## src/rtl/node_traffic_src.sv

```systemverilog
// Per-node NoC packet injector: LFSR-chosen destinations, valid/ready flit link, drain-aware done flag.
// Optional RAND_GAP_EN: per-packet inter-packet gap taken from the LFSR instead of the GAP constant.
module node_traffic_src #(
    parameter int          NODE_ID   = 0,
    parameter int          NUM_NODES = 9,
    parameter int          ADDR_W    = 4,
    parameter int          FLIT_W    = 32,
    parameter int          PKT_LEN   = 4,
    parameter int          GAP       = 2,
    parameter logic [3:0]  GAP_MASK  = 4'hF,
    parameter logic [15:0] SEED      = 16'hACE1
) (
    input  logic              clk,
    input  logic              reset,
    input  logic              send,
    output logic [FLIT_W-1:0] out_flit,
    output logic              out_valid,
    input  logic              out_ready,
    output logic [15:0]       pkt_cnt,
    output logic              done
);

    localparam logic [15:0] SEED_X   = SEED ^ 16'(NODE_ID);
    localparam logic [15:0] SEED_EFF = (SEED_X == 16'h0000) ? 16'h0001 : SEED_X;
    localparam logic [7:0]  LAST_IDX = 8'(PKT_LEN - 1);
    localparam int unsigned NN       = NUM_NODES;
    localparam int unsigned ME       = NODE_ID;

    typedef enum logic [1:0] {S_IDLE, S_SEND, S_GAP} state_t;

    state_t      state, state_d;
    logic        sync1, send_s;
    logic [7:0]  seq, seq_d;
    logic [7:0]  flit_idx, idx_d;
    logic [15:0] lfsr, lfsr_d, lfsr_adv;
    logic [15:0] gap_cnt, gap_d, gap_val;
    logic [FLIT_W-1:0] flit_d;
    logic        valid_d, done_d, xfer, head_xfer;
    logic [15:0] cnt_d;

    // Galois form, taps 16,14,13,11
    function automatic logic [15:0] lfsr_step(input logic [15:0] v);
        return {1'b0, v[15:1]} ^ (v[0] ? 16'hB400 : 16'h0000);
    endfunction

    function automatic logic [ADDR_W-1:0] pick_dest(input logic [ADDR_W-1:0] v);
        int unsigned d;
        d = 32'(v);
        if (d >= NN) d = d - NN;
        if (d == ME) d = (d + 1 == NN) ? 0 : d + 1;
        return ADDR_W'(d);
    endfunction

    function automatic logic [FLIT_W-1:0] head_flit(input logic [7:0] s, input logic [ADDR_W-1:0] dest);
        logic [FLIT_W-1:0] f;
        f = '0;
        f[31:30] = (PKT_LEN == 1) ? 2'b11 : 2'b01;
        f[29:22] = s;
        f[2*ADDR_W-1:ADDR_W] = ADDR_W'(NODE_ID);
        f[ADDR_W-1:0] = dest;
        return f;
    endfunction

    function automatic logic [FLIT_W-1:0] body_flit(input logic [7:0] s, input logic [7:0] idx);
        logic [FLIT_W-1:0] f;
        f = '0;
        f[31:30] = (idx == LAST_IDX) ? 2'b10 : 2'b00;
        f[29:22] = s;
        f[7:0] = idx;
        return f;
    endfunction

    always_ff @(posedge clk or posedge reset) begin
        if (reset) begin
            sync1  <= 1'b0;
            send_s <= 1'b0;
        end else begin
            sync1  <= send;
            send_s <= sync1;
        end
    end

    always_ff @(posedge clk or posedge reset) begin
        if (reset) begin
            state     <= S_IDLE;
            out_valid <= 1'b0;
            out_flit  <= '0;
            pkt_cnt   <= '0;
            done      <= 1'b0;
            seq       <= '0;
            flit_idx  <= '0;
            lfsr      <= SEED_EFF;
            gap_cnt   <= '0;
        end else begin
            state     <= state_d;
            out_valid <= valid_d;
            out_flit  <= flit_d;
            pkt_cnt   <= cnt_d;
            done      <= done_d;
            seq       <= seq_d;
            flit_idx  <= idx_d;
            lfsr      <= lfsr_d;
            gap_cnt   <= gap_d;
        end
    end

    always_comb begin
`ifdef RAND_GAP_EN
        gap_val = 16'(lfsr[7:4] & GAP_MASK);
`else
        // GAP_MASK only matters with random gaps; folded in as zero to keep it referenced
        gap_val = 16'(GAP) | 16'(GAP_MASK & 4'h0);
`endif
    end

    always_comb begin
        state_d   = state;
        valid_d   = out_valid;
        flit_d    = out_flit;
        cnt_d     = pkt_cnt;
        seq_d     = seq;
        idx_d     = flit_idx;
        gap_d     = gap_cnt;
        xfer      = out_valid & out_ready;
        head_xfer = xfer && (flit_idx == 8'd0);
        // a head for a back-to-back packet must see the already-advanced LFSR
        lfsr_adv  = head_xfer ? lfsr_step(lfsr) : lfsr;
        lfsr_d    = lfsr_adv;

        case (state)
            S_IDLE: begin
                if (send_s) begin
                    state_d = S_SEND;
                    valid_d = 1'b1;
                    idx_d   = '0;
                    flit_d  = head_flit(seq, pick_dest(lfsr[ADDR_W-1:0]));
                end
            end
            S_SEND: begin
                if (xfer) begin
                    if (flit_idx == LAST_IDX) begin
                        cnt_d = pkt_cnt + 16'd1;
                        seq_d = seq + 8'd1;
                        idx_d = '0;
                        if (!send_s) begin
                            state_d = S_IDLE;
                            valid_d = 1'b0;
                        end else if (gap_val == 16'd0) begin
                            flit_d = head_flit(seq + 8'd1, pick_dest(lfsr_adv[ADDR_W-1:0]));
                        end else begin
                            state_d = S_GAP;
                            valid_d = 1'b0;
                            gap_d   = gap_val;
                        end
                    end else begin
                        idx_d  = flit_idx + 8'd1;
                        flit_d = body_flit(seq, flit_idx + 8'd1);
                    end
                end
            end
            S_GAP: begin
                if (gap_cnt <= 16'd1) begin
                    gap_d = '0;
                    if (send_s) begin
                        state_d = S_SEND;
                        valid_d = 1'b1;
                        flit_d  = head_flit(seq, pick_dest(lfsr[ADDR_W-1:0]));
                    end else begin
                        state_d = S_IDLE;
                    end
                end else begin
                    gap_d = gap_cnt - 16'd1;
                end
            end
            default: begin
                state_d = S_IDLE;
                valid_d = 1'b0;
            end
        endcase

        done_d = (state_d == S_IDLE) && !send_s;
    end

endmodule

```

## config.mk

```make
export PLATFORM = sky130hd
export DESIGN_NAME = node_traffic_src
export DESIGN_NICKNAME = d
export VERILOG_FILES = /design/src/rtl/node_traffic_src.sv
export SDC_FILE = /design/constraint.sdc
export NUM_CORES = 1
export LEC_CHECK = 0
export ABC_CLOCK_PERIOD_IN_PS = 3100
export BUFFER_PORTS_ARGS = -buffer_cell sky130_fd_sc_hd__buf_2
export CAP_MARGIN = 15
export CORE_MARGIN = 2
export CORE_UTILIZATION = 55
export DETAILED_ROUTE_END_ITERATION = 12
export GPL_TIMING_DRIVEN = 0
export HOLD_SLACK_MARGIN = 0.12
export PLACE_DENSITY = 0.87
export SYNTH_ARGS = -nofsm -noshare
export SYNTH_HDL_FRONTEND = slang
export SYNTH_SLANG_ARGS = --single-unit
```

## constraint.sdc

```tcl
create_clock -name clk -period 3.1 [get_ports clk]
set_input_delay 0.155 -clock clk [delete_from_list [all_inputs] [get_ports clk]]
set_output_delay 0.155 -clock clk [all_outputs]
set_load 0.1 [all_outputs]
```

After elaboration in Yosys (flattened, before gate mapping):

Index checks and enable logic that the tools add are counted.
W data, S select, Z words.

* flip-flop bits (word level): 102
* logic and storage cells: 89
* input port bits: 4

* add/subtract/negate cells: 7
* reduce and logical (&&, ||, !) cells: 16
* bitwise gates (word level): 2
* magnitude comparators: 2
* muxes and demuxes: 38
* equality and inequality tests: 13

Operators by type and width (number)
* $mux W32: 10
* $pmux W32 S3: 1
* $mux W16: 5
* $add A32 B1 Y32 const B: 2
* $eq A32 B4 Y1 const B: 2
* $logic_not A32 Y1: 2
* $pmux W16 S2: 1
* $mux W8: 3
* $add A16 B1 Y16 const B: 1
* $add A8 B1 Y8 const B: 2
* $eq A8 B2 Y1 const B: 2
* $le A16 B1 Y1 const B: 1
* $mux W4: 4
* $pmux W8 S2: 1
* $sub A16 B1 Y16 const B: 1
* $xor A15 B16 Y16: 1
* $ne A2 B2 Y1 const B: 7
* $mux W2: 6
* $reduce_and A3 Y1: 3
* $logic_not A8 Y1: 1
* $pmux W2 S3: 1
* $reduce_and A6 Y1: 1
* $mux W1: 5
* $sub A4 B4 Y5 const B: 1
* 11 further kinds: 14

Logic depth before layout (Yosys ltp):

Gate-level depths: netlist of the first run.

* word-level depth: 12
* mapped depth: 11
* gate-level depth less buffers: 11

Least setup slack after synthesis of the first run:

Ideal clock, no wire load.

* path type: register to register
* start point: register out_valid
* end point: register out_flit[0]
* data arrival time: 2.568 ns
* buffers on the path: 2
* required time: 2.974 ns
* setup slack: 0.406 ns
* stages on the path, launching flop included: 8
* setup time: 0.126 ns
* period minus slack after synthesis: 2.694 ns
* cells stage by stage: dfrtp_1 nand4b_1 o21bai_2 and2_1 or2_1 buf_6 buf_6 a221o_1

* word-level cells in the longest chain between the ends: 3

RTL lines
* start, declared: line 17 `output logic out_valid,`
* start signal, assigned: line 96 `out_valid <= valid_d;`
* $and A1 B1 Y1: line 124 `xfer = out_valid & out_ready;`
* $ne A2 B2 Y1 (no source line)
* $reduce_and A6 Y1 (no source line)
* end signal, assigned: line 97 `out_flit <= flit_d;`
* end, declared: line 16 `output logic [FLIT_W-1:0] out_flit,`

Every way passes these cells.
A chain may end at the register's enable or synchronous reset.

Final worst setup path of the first run:

* start point: register lfsr[0]
* end point: register out_flit[1]

* word-level cells in the longest chain between the ends: 12
* elaborated cells on any way between the ends: 21
* those cells by class: add/sub (3); order compare (1); eq/ne (2); mux (13); reduce/logical (2)

RTL lines
* start, declared: line 35 `logic [15:0] lfsr, lfsr_d, lfsr_adv;`
* start signal, assigned: line 102 `lfsr <= lfsr_d;`
* $sub A4 B4 Y5 / $ge A4 B4 Y1 (equally long branches): line 49 `if (d >= NN) d = d - NN;`
* $mux W32 *: line 49
* $mux W32 *: line 132, 164
* $mux W32: line 162 `if (gap_cnt <= 16'd1) begin`
* $mux W32: line 130 `case (state)`
* $add A32 B1 Y32: line 50 `if (d == ME) d = (d + 1 == NN) ? 0 : d + 1;`
* $eq A32 B4 Y1: line 50
* $mux W4 (2 in series): line 50
* $mux W32: line 164 `if (send_s) begin`
* $mux W32: line 162
* $pmux W32 S3 *: line 130

Mark *: on every way between the ends. The rest lies on a longest branch, timed or not. The select of a mux whose other input is x is not followed.

==> metrics.yaml, run 1 <==
status: "finished clean"
r2r_cells: 11
crit_start: "lfsr[0]"
cts_hold_buf: 2
power.internal_mw: 2.01
cts.path.max_buffers: 2
insertion_delay_ns: 0.35
drv_cap: 0
start_util_pct: 56.8
yosys_register_bits: 88
totalWireLength_um: 8340
antenna_cells: 0
arrival_ns: 3.14
dpl.hpwl_um: 5930
root_buffer: "clkbuf_8"
port-buffer-count: 39
final_common_cell: "dfrtp_1"
syn-cell-area_um2: 4390
cts_tree: "built"
vias_per_cell: 5.53
wl_per_cell_um: 14.4
synth_flop_cell: "dfrtp_1"
grt_pass1_wl_um: 14900
place_ws_ns: 0.226
core_um2: 7730
fmax_ghz: 0.344
first_iter_violations: 195
nets: 487
drive_gt1_share_pct: 24.3
grt.overflow.total: 0
seqPwrFrac_pct: 41.9
track_usage_pct: 21.5
timing.rr.start: "lfsr[0]"
slew-limit-headroom_pct: 54.9
rsz0062_at_grt: "false"
setup.worst_path.end_class: "register"
min_path_type: "input pin to register"
clk_pin_slew_worst_paths_ns: 0.09
timing.final.crit_period_ns: 2.90
num_vias: 3202
grt_max_degree: 54
post_cts_buffers: 0
hold_depth: 3
fin_skew_ns: 0.0129
first_pass_iters: 4
ios: 54
drc: 0
power_frac_comb_pct: 34.8
tightest_slew_ns: 0.675
worstPathMaxFanout: 8
leakagePower_nw: 2.55
p_per_area_nw_per_um2: 690
rrSetupSlack_ns: 0.20
die_area_um2: 8710
yosysWarningCount: 0
fin_area_um2: 5020
ir_drop_mv: 0.798
timing_worst_setup_path_type: "register to register"
fp.dieW_um: 93.3
post_cts_resized: 0
min_to: "done"
synth_cell_types: 55
period_share_pct: 93.7
cp.required_ns: 3.33
setup_viol: 0
grt_pass1_vias: 3223
layout_common_cells: "dfrtp_1 (80), buf_2 (41), nand2_1 (31)"
slew_violations: 0
r2r_end: "out_flit[1]"
synth_edf_count: 0
startpoint_type: "register"
setup_slack_ns: 0.196
min_from: "out_ready"
power_frac_clock_pct: 23.3
switching_share_pct: 42.0
htree_levels: 3
placed_area_um2: 4790
ys_seq_area_share_pct: 50.4
gp_congestion: 0.822
num_rows: 32
cts_buffers: 9
final_antenna_net_count: 0
hold_viol: 0
power_switching_mw: 1.45
synthCells: 405
syn-mean-instance-area_um2: 10.8
area_growth_pct: 14.3
clock_sinks: 88
ys_async_sr_fraction_pct: 100
antenna_found_initial: 0
die_h_um: 93.3
==> routing by layer <==
| layer | vias up | global-route usage [%] | wire, um |
|---|---|---|---|
| met5 | - | 0 | 0 |
| met4 | 0 | 7.35 | 60 |
| met3 | 4 | 5.88 | 358 |
| met2 | 94 | 35.2 | 4220 |
| met1 | 1562 | 27.6 | 3700 |
| li1 | 1542 | - | - |
==> worst max-delay path, cell delays in order (launching register included) <==
cell      delay (ns)
dfstp_2         0.54
clkbuf_1        0.34
inv_1           0.18
ha_1            0.32
a22oi_1         0.29
inv_1           0.09
ha_1            0.22
inv_1           0.07
a221o_1         0.17
mux2i_1         0.21
nor4_1          0.07
a221o_1         0.30
==> power groups by stage <==
stage	combinational, mW	clock [mW]	sequential (mW)
2_1_floorplan	0.562	0	1.87
3_3_place_gp	1.16	0	1.46
3_5_place_dp	1.20	0	1.47
4_1_cts	1.20	0.833	1.45
5_1_grt	1.28	0.891	1.48
6_report	1.20	0.806	1.45
==> Yosys cell counts, drive strengths merged, types with 5 or more instances <==
master / n / area share (%)
o21ai: 13 / 1.5
xor2: 15 / 3.0
nor2: 18 / 1.5
a21o: 13 / 2.2
a22o: 5 / 1.0
a21oi: 13 / 1.6
nand3: 18 / 2.1
mux2i: 8 / 1.8
buf: 18 / 3.1
nor3: 15 / 2.0
and3: 8 / 1.1
mux2: 23 / 5.9
dfrtp: 80 / 46
dfstp: 8 / 4.8
inv: 15 / 1.3
nand2b: 5 / 0.71
clkbuf: 12 / 1.0
xnor2: 21 / 4.2
nand4: 9 / 1.4
nor4: 6 / 1.2
ha: 11 / 3.1
nand2: 31 / 2.7
==> stage by stage <==
step | setup TNS [ns] | hold WS, ns | util, % | power, mW | cells
6_report | 0 | 0.191 | 64.9 | 3.46 | 579
3_3_place_gp | -16.66 | 0.264 | 61.6 | 2.62 | 559
5_1_grt | 0 | 0.169 | 64.9 | 3.65 | 579
4_1_cts | 0 | 0.172 | 64.9 | 3.49 | 578
3_5_place_dp | 0 | 0.209 | 62.0 | 2.67 | 560
2_1_floorplan | 0 | 0.186 | - | 2.44 | 418
==> flip-flops by register name, indices dropped and copies added, names as in the netlist <==
register and flops:
out_flit 18, gap_cnt 16, lfsr 16, pkt_cnt 16, flit_idx 8, seq 8
state 2, done 1, out_valid 1, send_s 1, sync1 1
==> logic make-up after synthesis <==
kind of cell / after synthesis / share of synthesized area [%]
xor+xnor: 36 / 7.18
other cells: 1 / 0.0854
compound gates: 66 / 10.4
fa+ha+maj: 11 / 3.14
mux: 31 / 7.73
buf+inv: 45 / 5.44
flops: 88 / 50.4
simple gates: 127 / 15.6
==> worst max path at each step <==
stage,to,cells after the start,slack (ns)
6_report,out_flit[1],11,0.20
5_1_grt,out_flit[23],9,0.02
4_1_cts,out_flit[23],9,0.23
3_5_place_dp,out_flit[23],9,0.23
3_3_place_gp,out_flit[1],2,-0.21
2_1_floorplan,out_flit[0],7,0.41
==> cell type report <==
class,instances,area [um2]
Fill cell,608,2710
Clock buffer,10,138
Sequential cell,88,2210
Multi-Input combinational cell,285,1990
Clock inverter,6,65.1
Timing Repair Buffer,43,248
Inverter,15,58.8
Tap cell,102,128
Buffer,30,183
(Power assumes the default switching activity.)
==> run 2: changes to the inputs <==
--- a/config.mk
+++ b/config.mk
@@ -9,11 +9,11 @@
 export BUFFER_PORTS_ARGS = -buffer_cell sky130_fd_sc_hd__buf_2
 export CAP_MARGIN = 15
 export CORE_MARGIN = 2
-export CORE_UTILIZATION = 55
+export CORE_UTILIZATION = 50
 export DETAILED_ROUTE_END_ITERATION = 12
 export GPL_TIMING_DRIVEN = 0
 export HOLD_SLACK_MARGIN = 0.12
-export PLACE_DENSITY = 0.87
+export PLACE_DENSITY = 0.81
 export SYNTH_ARGS = -nofsm -noshare
 export SYNTH_HDL_FRONTEND = slang
 export SYNTH_SLANG_ARGS = --single-unit
==> run 2 against run 1 <==
  * Worst hold slack got worse by 0.0086 ns
  * Global-route usage shrank 3.2 points
  * Via count is 0.12% lower
  * Count of clock-buffer cells in the layout unchanged
  * First-iteration DRC count grew 7.7%
  * Sequential power barely moved
  * Design area is 0.20% higher
  * Critical path depth fell by 2
  * Utilization down 6.7 points
  * Die area rose by 9.6%
  * Fmax up 0.33%
==> metrics.yaml, run 2 (synthesis gave the netlist of run 1 again) <==
status: "finished clean"
die_area_um2: 9540  # +9.6%
cts_buffers: 9  # unchanged
cpPeakStageDelay_ns: 0.52  # -0.02 ns
dpl.hpwl_um: 5860  # -1.2%
period_share_pct: 93.4  # -0.31 points
port-buffer-count: 39  # unchanged
slew-limit-headroom_pct: 49.2  # -5.7 points
timing_worst_setup_path_type: "register to register"
grt_max_degree: 71  # +31%
crit_buf_inv: 3  # -1
cts.path.max_buffers: 2  # unchanged
slew_violations: 0  # unchanged
gp_congestion: 0.848  # +3.2%
core_um2: 8640  # +12%
rsz0062_at_grt: "false"
worstPathCellList: "ha_1, buf_2, or3b_2, o21bai_2, and2_1, or2_1, buf_6, buf_6, mux2_1"
cp_common_cell: "buf_6"
hold_depth: 3  # unchanged
regMostFlops: "out_flit"
p_per_area_nw_per_um2: 689  # about the same
ios: 54  # unchanged
holdWs_ns: 0.183  # -0.00855 ns
startpoint_type: "register"
arrival_ns: 3.13  # about the same
final_antenna_net_count: 0  # unchanged
num_rows: 34  # +6.3%
wl_per_cell_um: 14.3  # -0.61%
insertion_delay_ns: 0.36  # about the same
cp.depth: 9  # -2
clk_pin_slew_worst_paths_ns: 0.09  # about the same
crit_family: "simple AND/OR/NAND/NOR gates"
antenna_cells: 0  # unchanged
cp.required_ns: 3.34  # about the same
grt_pass1_vias: 3121  # -3.2%
die_h_um: 97.7  # +4.7%
fin_skew_ns: 0.0109  # -0.00207 ns
min_path_type: "input pin to register"
final_common_cell: "dfrtp_1"
fp.dieW_um: 97.7  # +4.7%
leakagePower_nw: 2.55  # -0.16%
start_util_pct: 50.8  # -6.0 points
antenna_found_initial: 0  # unchanged
ir_drop_mv: 0.754  # -5.6%
cts_tree: "built"
drv_cap: 0  # unchanged
largest_reg_flops: 18  # unchanged
first_pass_iters: 4  # unchanged
htree_levels: 3  # unchanged
clock_sinks: 88  # unchanged
drc: 0  # unchanged
track_usage_pct: 18.2  # -3.2 points
nets: 487  # unchanged
fmax_ghz: 0.345  # +0.33%
slowest_stage: "or3b_2"
nFillCells: 709  # +17%
grt_pass1_wl_um: 14400  # -3.4%
layout_common_cells: "dfrtp_1 (80), buf_2 (41), nand2_1 (31)"
dp_cells: 566  # +1.1%
instances_no_fill: 585  # +1.0%
setup_viol: 0  # unchanged
setup.worst_path.end_class: "register"
vias_per_cell: 5.47  # -1.1%
tightest_slew_ns: 0.755  # +0.0796 ns
root_buffer: "clkbuf_8"
grt.overflow.total: 0  # unchanged
timing.final.crit_period_ns: 2.89  # -0.00959 ns
num_vias: 3198  # -0.12%
r2r_cells: 9  # -2
worstPathMaxFanout: 10  # +2
totalWireLength_um: 8370  # +0.42%
hold_viol: 0  # unchanged
area_growth_pct: 14.6
first_iter_violations: 210  # +7.7%
drive_gt1_share_pct: 24.3  # unchanged
run 2: cell count changes in the layout (fill, tap and decap cells not counted), sizes merged:
cell / before / now
clkinvlp: 1 / 2
inv: 17 / 16
run 2: report_power, final:
part	switching (mW)	internal, mW
combinational	0.880	0.319
sequential	0.163	1.29
clock	0.416	0.397
run 2: final cells by class:
cell class / count / area (um2) / area share (%)
timing repair buffer: 43 / 248 / 4.93
inverter: 15 / 58.8 / 1.17
clock buffer: 10 / 138 / 2.74
multi-input combinational: 285 / 1990 / 39.5
tap: 108 / 135 / 2.69
clock inverter: 6 / 67.6 / 1.34
sequential: 88 / 2210 / 44.0
buffer: 30 / 183 / 3.63
run 2: worst min-delay path, stage by stage:
cell,delay [ns]
buf_2,0.13
nand4_1,0.11
a211oi_1,0.10
run 2: per-stage QoR:
step	TNS (ns)	worst slack (ns)	power, mW	utilization [%]	instance area [um2]
floorplan	0	0.406	2.44	-	4440
CTS	0	0.196	3.48	58.2	5020
global route	0	0.000199	3.63	58.2	5030
finish	0	0.206	3.47	58.2	5030
detailed placement	0	0.216	2.67	55.6	4800
global placement	-22.14	-0.282	2.63	55.2	4770
run 2: path summary, 6_finish.rpt:
path / slack (ns) / end / startpoint
setup / recovery: 0.21 / out_flit[23] / flit_idx[1]
hold / removal: 0.18 / done / out_ready
setup reg to reg: 0.21 / out_flit[23] / flit_idx[1]
hold reg to reg: 0.37 / send_s / sync1
max in group asynchronous: 2.17 / lfsr[0] / reset
min in group asynchronous: 0.28 / pkt_cnt[15] / reset
run 2: repair_timing:
| item | in CTS | in global routing |
|---|---|---|
| gates resized for setup | 0 | 0 |
| endpoints found under the hold margin | 81 | 0 |
| hold buffers | 2 | 0 |
| setup buffers | 0 | 0 |
run 2: per-layer routing:
layer	GRT usage, %	part of all wire, %	vias up
met5	0	0	-
met4	6.30	1.4	0
met3	4.75	4.4	11
met2	29.3	48	92
met1	24.1	46	1559
li1	-	-	1536
